--- src/rtl/uart_tx_drain.sv ---
// 8N1 UART transmitter that pops bytes from a registered-output synchronous FIFO
// and shifts them onto tx LSB-first, one frame per popped byte.
module uart_tx_drain #(
   parameter int CLKS_PER_BIT = 434,
   parameter int WIDTH        = 8,
   parameter int CNT_BITS     = 9
) (
   input  logic             clk,
   input  logic             rst,
   input  logic             tx_en,
   input  logic             fifo_empty,
   input  logic [WIDTH-1:0] fifo_dout,
   output logic             fifo_rd_en,
   output logic             tx,
   output logic             busy
);

   localparam int IDX_BITS = (WIDTH > 1) ? $clog2(WIDTH) : 1;
   localparam logic [CNT_BITS-1:0] BAUD_LAST = CNT_BITS'(CLKS_PER_BIT - 1);
   localparam logic [IDX_BITS-1:0] IDX_LAST  = IDX_BITS'(WIDTH - 1);

   typedef enum logic [2:0] {
      IDLE  = 3'd0,
      LATCH = 3'd1,
      START = 3'd2,
      DATA  = 3'd3,
      STOP  = 3'd4
   } state_t;

   state_t               state_reg, state_next;
   logic [CNT_BITS-1:0]  baud_cnt_reg, baud_cnt_next;
   logic [IDX_BITS-1:0]  bit_idx_reg, bit_idx_next;
   logic [WIDTH-1:0]     shift_reg, shift_next;
   logic                 tx_reg, tx_next;
   logic                 baud_tc;

   assign baud_tc = (baud_cnt_reg == BAUD_LAST);

   always_ff @(posedge clk or posedge rst) begin
      if (rst) begin
         state_reg    <= IDLE;
         baud_cnt_reg <= '0;
         bit_idx_reg  <= '0;
         shift_reg    <= '0;
         tx_reg       <= 1'b1;
      end else begin
         state_reg    <= state_next;
         baud_cnt_reg <= baud_cnt_next;
         bit_idx_reg  <= bit_idx_next;
         shift_reg    <= shift_next;
         tx_reg       <= tx_next;
      end
   end

   always_comb begin
      state_next    = state_reg;
      baud_cnt_next = baud_cnt_reg;
      bit_idx_next  = bit_idx_reg;
      shift_next    = shift_reg;
      tx_next       = tx_reg;
      fifo_rd_en    = 1'b0;

      case (state_reg)
         IDLE: begin
            tx_next       = 1'b1;
            baud_cnt_next = '0;
            if (tx_en && !fifo_empty) begin
               fifo_rd_en = !rst;
               state_next = LATCH;
            end
         end

         // FIFO read data is registered, so the popped byte only appears now.
         LATCH: begin
            shift_next    = fifo_dout;
            tx_next       = 1'b0;
            baud_cnt_next = '0;
            state_next    = START;
         end

         START: begin
            if (baud_tc) begin
               baud_cnt_next = '0;
               tx_next       = shift_reg[0];
               bit_idx_next  = '0;
               state_next    = DATA;
            end else begin
               baud_cnt_next = baud_cnt_reg + 1'b1;
            end
         end

         DATA: begin
            if (baud_tc) begin
               baud_cnt_next = '0;
               if (bit_idx_reg != IDX_LAST) begin
                  shift_next   = {1'b0, shift_reg[WIDTH-1:1]};
                  tx_next      = shift_reg[1];
                  bit_idx_next = bit_idx_reg + 1'b1;
               end else begin
                  tx_next    = 1'b1;
                  state_next = STOP;
               end
            end else begin
               baud_cnt_next = baud_cnt_reg + 1'b1;
            end
         end

         STOP: begin
            tx_next = 1'b1;
            if (baud_tc) begin
               baud_cnt_next = '0;
               state_next    = IDLE;
            end else begin
               baud_cnt_next = baud_cnt_reg + 1'b1;
            end
         end

         default: begin
            state_next    = IDLE;
            baud_cnt_next = '0;
            tx_next       = 1'b1;
         end
      endcase
   end

   assign tx   = tx_reg;
   assign busy = (state_reg != IDLE);

endmodule

--- config.mk ---
export PLATFORM = sky130hd
export DESIGN_NAME = uart_tx_drain
export DESIGN_NICKNAME = d
export VERILOG_FILES = /design/src/rtl/uart_tx_drain.sv
export SDC_FILE = /design/constraint.sdc
export NUM_CORES = 1
export LEC_CHECK = 0
export CORE_MARGIN = 2
export CORE_UTILIZATION = 55
export DETAILED_ROUTE_END_ITERATION = 8
export PLACE_DENSITY = 0.85
export SYNTH_ARGS = -nofsm -noshare
export SYNTH_HDL_FRONTEND = slang
export SYNTH_SLANG_ARGS = --single-unit
--- constraint.sdc ---
create_clock -name clk -period 4.1 [get_ports clk]
set_clock_uncertainty 0.05 [all_clocks]
set_input_delay 1.23 -clock clk [delete_from_list [all_inputs] [get_ports clk]]
set_output_delay 1.23 -clock clk [all_outputs]
set_load 0.01 [all_outputs]
Yosys cells after proc, flatten, opt, wreduce, memory -nomap -nowiden. Cells that the tools add are included.

Bits in registers: 24. Bits in latches: 0. Memory bits (writable): 0. Memory bits (read-only): 0. Bits of input ports: 12. Output and inout port bits: 3. Memories: 0.

Add/subtract/negate cells: 2. $mul: 0. Divide/modulo/power cells: 0. Order comparisons: 0. Equal/unequal tests: 12. Shifts and indexed selects: 0. Multiplexer cells: 20. Bitwise logic cells: 0. Reduce and logical (&&, ||, !) cells: 12.

Operator list (number): two-way mux 3 bit (7); two-way mux 9 bit (2); two-way mux 8 bit (2); case mux 8 bit (2 select lines) (1); case mux 3 bit (5 select lines) (1); != test 2 bit (second input constant) (6); adder 9 x 1 -> 9 bit (second input constant) (1); equality test 9 bit (second input constant) (1); equality test 3 x 2 -> 1 bit (second input constant) (2); case mux 3 bit (2 select lines) (1); two-way mux 1 bit (5); AND reduction 5 bit (1); AND reduction 4 bit (1); nonzero test 2 bit (2); adder 3 x 1 -> 3 bit (second input constant) (1); equality test 3 x 1 -> 1 bit (second input constant) (1); equality test 3 bit (second input constant) (1); zero test 3 bit (1); != test 3 bit (second input constant) (1); case mux 1 bit (3 select lines) (1); AND reduction 3 bit (1); nonzero test 3 bit (1); OR reduction 3 bit (1); zero test 1 bit (2); 2 further kinds (2).

Depth between registers and ports, before layout. Gate-level depths: netlist of the first run.

Word-level depth: 4. Mapped depth: 7. Gate-level depth less buffers: 6.

Worst setup path before layout of the first run. OpenSTA, ideal clock, no wires.

Kind: input to output. Start: input port fifo_empty. End: output port fifo_rd_en. Arrival: 1714 ps. Data required time: 2820 ps. Setup slack: 1106 ps. Cell stages on the path: 1. Path buffers: 0. Path through: nor4b_1.

Cells in the longest elaborated chain, start to end: 4.

RTL lines: start, declared (RTL line 11) `input logic fifo_empty,`; zero test 1 bit (RTL line 67) `if (tx_en && !fifo_empty) begin`; logical AND 1 bit (RTL line 67); two-way mux 1 bit (RTL line 67); two-way mux 1 bit (RTL line 63) `case (state_reg)`; end, declared (RTL line 13) `output logic fifo_rd_en,`.

No other way between the ends.

Worst setup path after layout of the first run. Ends and elaborated chain as after synthesis.

==> results.toml, run 1 <==
[status]
status = "finished, final reports clean"

[floorplan]
floorplan.die.width_um = 51.6
die_area_um2 = 2670
design.portCount = 15
height_of_the_die_um = 51.6
fp.coreArea_um2 = 2170
placement_rows = 17
start_util_pct = 57.5

[synth]
synthesis.yosys.warnings = 0
postSynthRegisterBits = 24
ys.flop_type = "sky130_fd_sc_hd__dfrtp_1"
netlist_instances = 120
synth.largest_area_cell = "sky130_fd_sc_hd__dfrtp_1"
postSynthNetCount = 136
yosys-top-cells-count = "sky130_fd_sc_hd__dfrtp_1, sky130_fd_sc_hd__nand2_1, sky130_fd_sc_hd__nor2_1, sky130_fd_sc_hd__nand3_1, sky130_fd_sc_hd__o221a_1"
netlist.area_leader.share_pct = 46.1
post_syn_area_um2 = 1250
synth-seq-area-share_pct = 48.2
synth_async_sr_flop_share_pct = 100
yosys-top-cells-area = "sky130_fd_sc_hd__dfrtp_1, sky130_fd_sc_hd__o221a_1, sky130_fd_sc_hd__ha_1"
post_synth.cell_area_avg_um2 = 10.4
top_count_cell_post_synth = "sky130_fd_sc_hd__dfrtp_1"
synth_edf_count = 0
synth_cell_type_count = 34

[power_and_ir_drop]
power_switching_mw = 0.225
p_int_mw = 0.477
p_leak_nw = 0.590
cell_pwr_density_nw_per_um2 = 489
power_frac_clock_pct = 17.4
irDropWorstVdd_v = 0.000284
p_comb_share_pct = 26.3
netSwitchingFraction_pct = 32.1
sequentialPowerShare_pct = 56.3

[sta]
max_slew_margin_vs_limit_pct = 42.3
clock.fmax_mhz = 257
hold_viol = 0
timing.final.crit_share_pct = 94.8
timing_max_transition_violations_final = 0
post-route-min-period_ns = 3.89
timing.setup.tns_ns = 0
finalSetupViolations = 0
grt_setup_unrepaired = "no"
worst_pin_slew_ns = 0.865

[global_route]
grt-ovfl-total = 0
first_pass_grt_wire_length_um = 3910
grt_util_overall_pct = 20.0
grt_max_degree = 25
number_of_antenna_violations_at_the_first_check_in_global_routing = 0
grt_pass1_vias = 954

[clocking]
cts.htree.levels = 1
cts_buffers = 3
worst_skew_late_latency_ns = 0.32
postCtsResizedCells = 0
clock_sinks = 24
hold_buffers = 0
cts_root_buf = "sky130_fd_sc_hd__clkbuf_4"
cts.repair_timing.setup_buffer_count = 0
tritoncts = "yes"
clkSlewWorstSetupHoldPaths_ns = 0.12
clk_path_buf_depth = 2

[layout]
final_cell_area_um2 = 1440
antenna-diode-count = 0
area_growth_pct = 15.1
fill_cells = 171
design.final.nets = 151
drive_gt1_share_pct = 6.72
largest_register_ffs = 9

[detailed_routing]
drt-total-wl_um = 2240
drt_iter0_drc = 9
detail_route.first_pass.iterations = 4
via_count = 944
post-route-drc-count = 0
route.detailed.vias_per_inst = 5.83
route.antenna.remaining_nets = 0
drt-wirelength-per-cell_um = 13.8

[worst_setup_path]
criticalPathCategory = "input pin to output pin"
crit_arrival_ns = 2.61
crit_path_end_kind = "output pin"
worstPathRequired_ns = 2.82
critPathLaunchType = "input pin"
worst-path-max-fanout = 2

[place]
place_congestion = 0.871
post_dp_cell_area_um2 = 1400
place.port_buffers = 14
place.detailed.hpwl_um = 1680

[min_path]
timing.hold.worst.class = "flip-flop to flip-flop"

[flow_run]
cap_violations = 0
-- cells by family (layout without fill, tap and decap cells) --
| family | Yosys count | count (layout) | share of synthesized area, % |
|---|---|---|---|
| flip-flops | 24 | 24 | 48.2 |
| multiplexers | 1 | 1 | 0.802 |
| buffers and inverters | 9 | 23 | 3.31 |
| AO/OA/AOI/OAI | 25 | 25 | 16.5 |
| XOR/XNOR | 4 | 4 | 2.81 |
| AND/OR/NAND/NOR | 53 | 53 | 24.4 |
| adder cells (fa/ha/maj) | 4 | 4 | 4.01 |
-- path summary, 6_finish.rpt --
kind	start	to	slack (ns)	cells past startpoint
setup / recovery	fifo_empty	fifo_rd_en	0.21	3
hold / removal	baud_cnt_reg[0]	baud_cnt_reg[0]	0.47	1
setup reg to reg	state_reg[0]	shift_reg[2]	2.06	4
hold reg to reg	baud_cnt_reg[0]	baud_cnt_reg[0]	0.47	1
max in group asynchronous	rst	shift_reg[4]	2.08	2
min in group asynchronous	rst	state_reg[1]	1.39	2
-- metrics by stage --
| stage | utilization (%) | power, mW | instances | worst slack, ns | hold WS, ns |
|---|---|---|---|---|---|
| finish | 66.2 | 0.703 | 162 | 0.214 | 0.466 |
| global route | 66.2 | 0.746 | 162 | 0.192 | 0.483 |
| CTS | 66.2 | 0.708 | 162 | 0.212 | 0.470 |
| detailed placement | 64.5 | 0.583 | 158 | 0.219 | 0.452 |
| global placement | 64.5 | 0.565 | 158 | 0.311 | 0.422 |
| floorplan | - | 0.517 | 120 | 1.11 | 0.411 |
-- worst max-delay path, cell delays in order --
cell and delay [ns]:
sky130_fd_sc_hd__clkdlybuf4s50_1 0.43, sky130_fd_sc_hd__nor4b_1 0.35, sky130_fd_sc_hd__clkdlybuf4s50_1 0.60
-- power by group through the flow --
stage | clock network, mW | registers [mW] | logic, mW
global placement | 0 | 0.393 | 0.173
global route | 0.133 | 0.406 | 0.206
detailed placement | 0 | 0.398 | 0.185
floorplan | 0 | 0.373 | 0.145
finish | 0.123 | 0.395 | 0.185
CTS | 0.128 | 0.394 | 0.186
-- layout make-up --
class / instances / area (µm²) / area share [%]
multi-input cells: 87 / 604 / 42.1
flip-flops and latches: 24 / 602 / 41.9
repair buffers: 14 / 140 / 9.76
clock buffers: 4 / 36.3 / 2.53
well taps: 28 / 35.0 / 2.44
inverters: 5 / 18.8 / 1.31
-- layout by cell type (no fill, tap or decap), types with 4 or more instances in the layout --
master and n:
sky130_fd_sc_hd__ha_1 4, sky130_fd_sc_hd__nand3_1 8, sky130_fd_sc_hd__or3_1 4, sky130_fd_sc_hd__clkdlybuf4s50_1 14, sky130_fd_sc_hd__nor2_1 9, sky130_fd_sc_hd__dfrtp_1 23
sky130_fd_sc_hd__o221a_1 7, sky130_fd_sc_hd__nand2_1 11, sky130_fd_sc_hd__or2b_1 5, sky130_fd_sc_hd__o21ai_0 4, sky130_fd_sc_hd__inv_1 5, sky130_fd_sc_hd__a21oi_1 4
-- per-layer routing --
metal | vias up | share of wire [%] | GRT usage, %
li1 | 462 | - | -
met1 | 452 | 44 | 22.9
met2 | 23 | 50 | 35.3
met3 | 7 | 3.5 | 2.87
met4 | 0 | 2.9 | 11.8
met5 | - | 0 | 0
Note: power is estimated with default switching activity, not from simulation.
==> run 2: changes to the inputs <==
--- a/config.mk
+++ b/config.mk
@@ -7,7 +7,9 @@
 export LEC_CHECK = 0
 export CORE_MARGIN = 2
 export CORE_UTILIZATION = 55
+export CTS_CLUSTER_DIAMETER = 80
 export DETAILED_ROUTE_END_ITERATION = 8
+export GPL_TIMING_DRIVEN = 0
 export PLACE_DENSITY = 0.85
 export SYNTH_ARGS = -nofsm -noshare
 export SYNTH_HDL_FRONTEND = slang
==> constraint.sdc (replaced) <==
create_clock -name clk -period 4.9 [get_ports clk]
set_clock_uncertainty 0.05 [all_clocks]
set_input_delay 1.47 -clock clk [delete_from_list [all_inputs] [get_ports clk]]
set_output_delay 1.47 -clock clk [all_outputs]
set_load 0.01 [all_outputs]
==> run 2 against run 1 <==
Effect of this change: final area is 2.7% higher; highest routed layer unchanged; hold slack worse by 0.0042 ns; global-route usage hardly changed.
==> results.toml, run 2 (synthesis results as in run 1) <==
[status]
status = "finished, final reports clean"

[floorplan]
fp.coreArea_um2 = 2170
die_area_um2 = 2670
height_of_the_die_um = 51.6
design.portCount = 15
floorplan.die.width_um = 51.6
placement_rows = 17
start_util_pct = 57.5

[clocking]
postCtsResizedCells = 0
clock_sinks = 24
cts_root_buf = "sky130_fd_sc_hd__clkbuf_4"
clk_path_buf_depth = 2
cts.htree.levels = 1
cts.repair_timing.setup_buffer_count = 0
hold_buffers = 0
clkSlewWorstSetupHoldPaths_ns = 0.13
tritoncts = "yes"
cts_buffers = 3
worst_skew_late_latency_ns = 0.32

[sta]
finalSetupViolations = 0
timing.setup.tns_ns = 0
grt_setup_unrepaired = "no"
hold_viol = 0
worst_pin_slew_ns = 0.879
timing.final.crit_share_pct = 89.2
clock.fmax_mhz = 229
post-route-min-period_ns = 4.37
max_slew_margin_vs_limit_pct = 41.4
timing_max_transition_violations_final = 0
final_critical_path_setup_slack_ns = 0.531

[power_and_ir_drop]
cell_pwr_density_nw_per_um2 = 425
irDropWorstVdd_v = 0.000343
p_leak_nw = 0.607

[detailed_routing]
drt_iter0_drc = 21
route.detailed.vias_per_inst = 5.76
post-route-drc-count = 0
detail_route.first_pass.iterations = 4
via_count = 956
drt-wirelength-per-cell_um = 13.6
drt-total-wl_um = 2250
route.antenna.remaining_nets = 0

[worst_setup_path]
crit_path_end_kind = "output pin"
worst-path-max-fanout = 2
critical_path_cell_sequence = "clkdlybuf4s50_1 -> nor4b_1 -> clkdlybuf4s50_1"
worstPathRequired_ns = 3.38
critPathMostFrequentCell = "sky130_fd_sc_hd__clkdlybuf4s50_1"
criticalPathCategory = "input pin to output pin"
cp_slowest_cell = "sky130_fd_sc_hd__clkdlybuf4s50_1"
crit_arrival_ns = 2.85
timing.critical_path.slowest_cell_delay_ns = 0.60
critPathLaunchType = "input pin"

[layout]
register_area_um2 = 602
fill_cells = 177
area_growth_pct = 18.3
drive_gt1_share_pct = 7.25
design.final.nets = 155
layout.cells.non_filler = 166
antenna-diode-count = 0
largest_register_ffs = 9
multi_input_area_um2 = 604
final_common_cell = "sky130_fd_sc_hd__dfrtp_1"
final_core_util_pct = 68.0
final_cell_mix = "sky130_fd_sc_hd__dfrtp_1, sky130_fd_sc_hd__clkdlybuf4s50_1, sky130_fd_sc_hd__nand2_1"

[flow_run]
cap_violations = 0

[global_route]
grt_util_overall_pct = 20.0
number_of_antenna_violations_at_the_first_check_in_global_routing = 0
first_pass_grt_wire_length_um = 3930
grt-ovfl-total = 0
grt_pass1_vias = 899
grt_max_degree = 25

[place]
dp_slack_ns = 0.544
place_congestion = 0.880
place.port_buffers = 14
place.detailed.hpwl_um = 1710
placed_cells = 162

[min_path]
timing.hold.worst.class = "flip-flop to flip-flop"
[run 2: changes by cell type in the layout (fill, tap and decap cells not counted), sizes merged]
cell,delta
buf,+2
bufinv,+1
clkbuf,+1
[run 2: cell type report]
type                    count  share of cell area [%]
clock buffers               3                    1.53
inverters                   5                    1.27
multi-input cells          87                    41.0
flip-flops and latches     24                    40.8
plain buffers               4                    1.53
repair buffers             14                    9.50
well taps                  28                    2.37
clock inverters             1                    2.04
[run 2: metrics by stage]
stage | instance area [µm²] | power (mW) | hold slack (ns)
global placement | 1420 | 0.473 | 0.426
CTS | 1480 | 0.631 | 0.464
floorplan | 1250 | 0.433 | 0.411
finish | 1480 | 0.627 | 0.462
global route | 1480 | 0.672 | 0.490
detailed placement | 1420 | 0.488 | 0.443
[run 2: per-layer routing]
metal	track usage [%]	wire length, µm	vias to the layer above
met1	25.9	1050	455
met4	10.1	53	0
met3	3.74	93	5
met2	32.3	1060	23
li1	-	-	473
met5	0	0	-
[run 2: worst max-delay path: cells and delay by family]
family	cells	cell delay, ns
buf+inv	2	1.03
simple gates	1	0.35
[run 2: path summary, 6_finish.rpt]
kind / startpoint / endpoint / slack, ns / depth (start not counted)
min reg2reg: baud_cnt_reg[0] / baud_cnt_reg[0] / 0.46 / 1
min: baud_cnt_reg[0] / baud_cnt_reg[0] / 0.46 / 1
max reg2reg: bit_idx_reg[0] / shift_reg[2] / 2.85 / 7
min in group asynchronous: rst / state_reg[2] / 1.61 / 2
max in group asynchronous: rst / shift_reg[2] / 2.65 / 2
max: fifo_empty / fifo_rd_en / 0.53 / 3
[run 2: power by group]
part	internal, mW	switching (mW)	leakage (nW)
combinational	0.0905	0.0731	0.287
sequential	0.265	0.0552	0.292
clock	0.0828	0.0602	0.0279
total	0.438	0.189	0.607
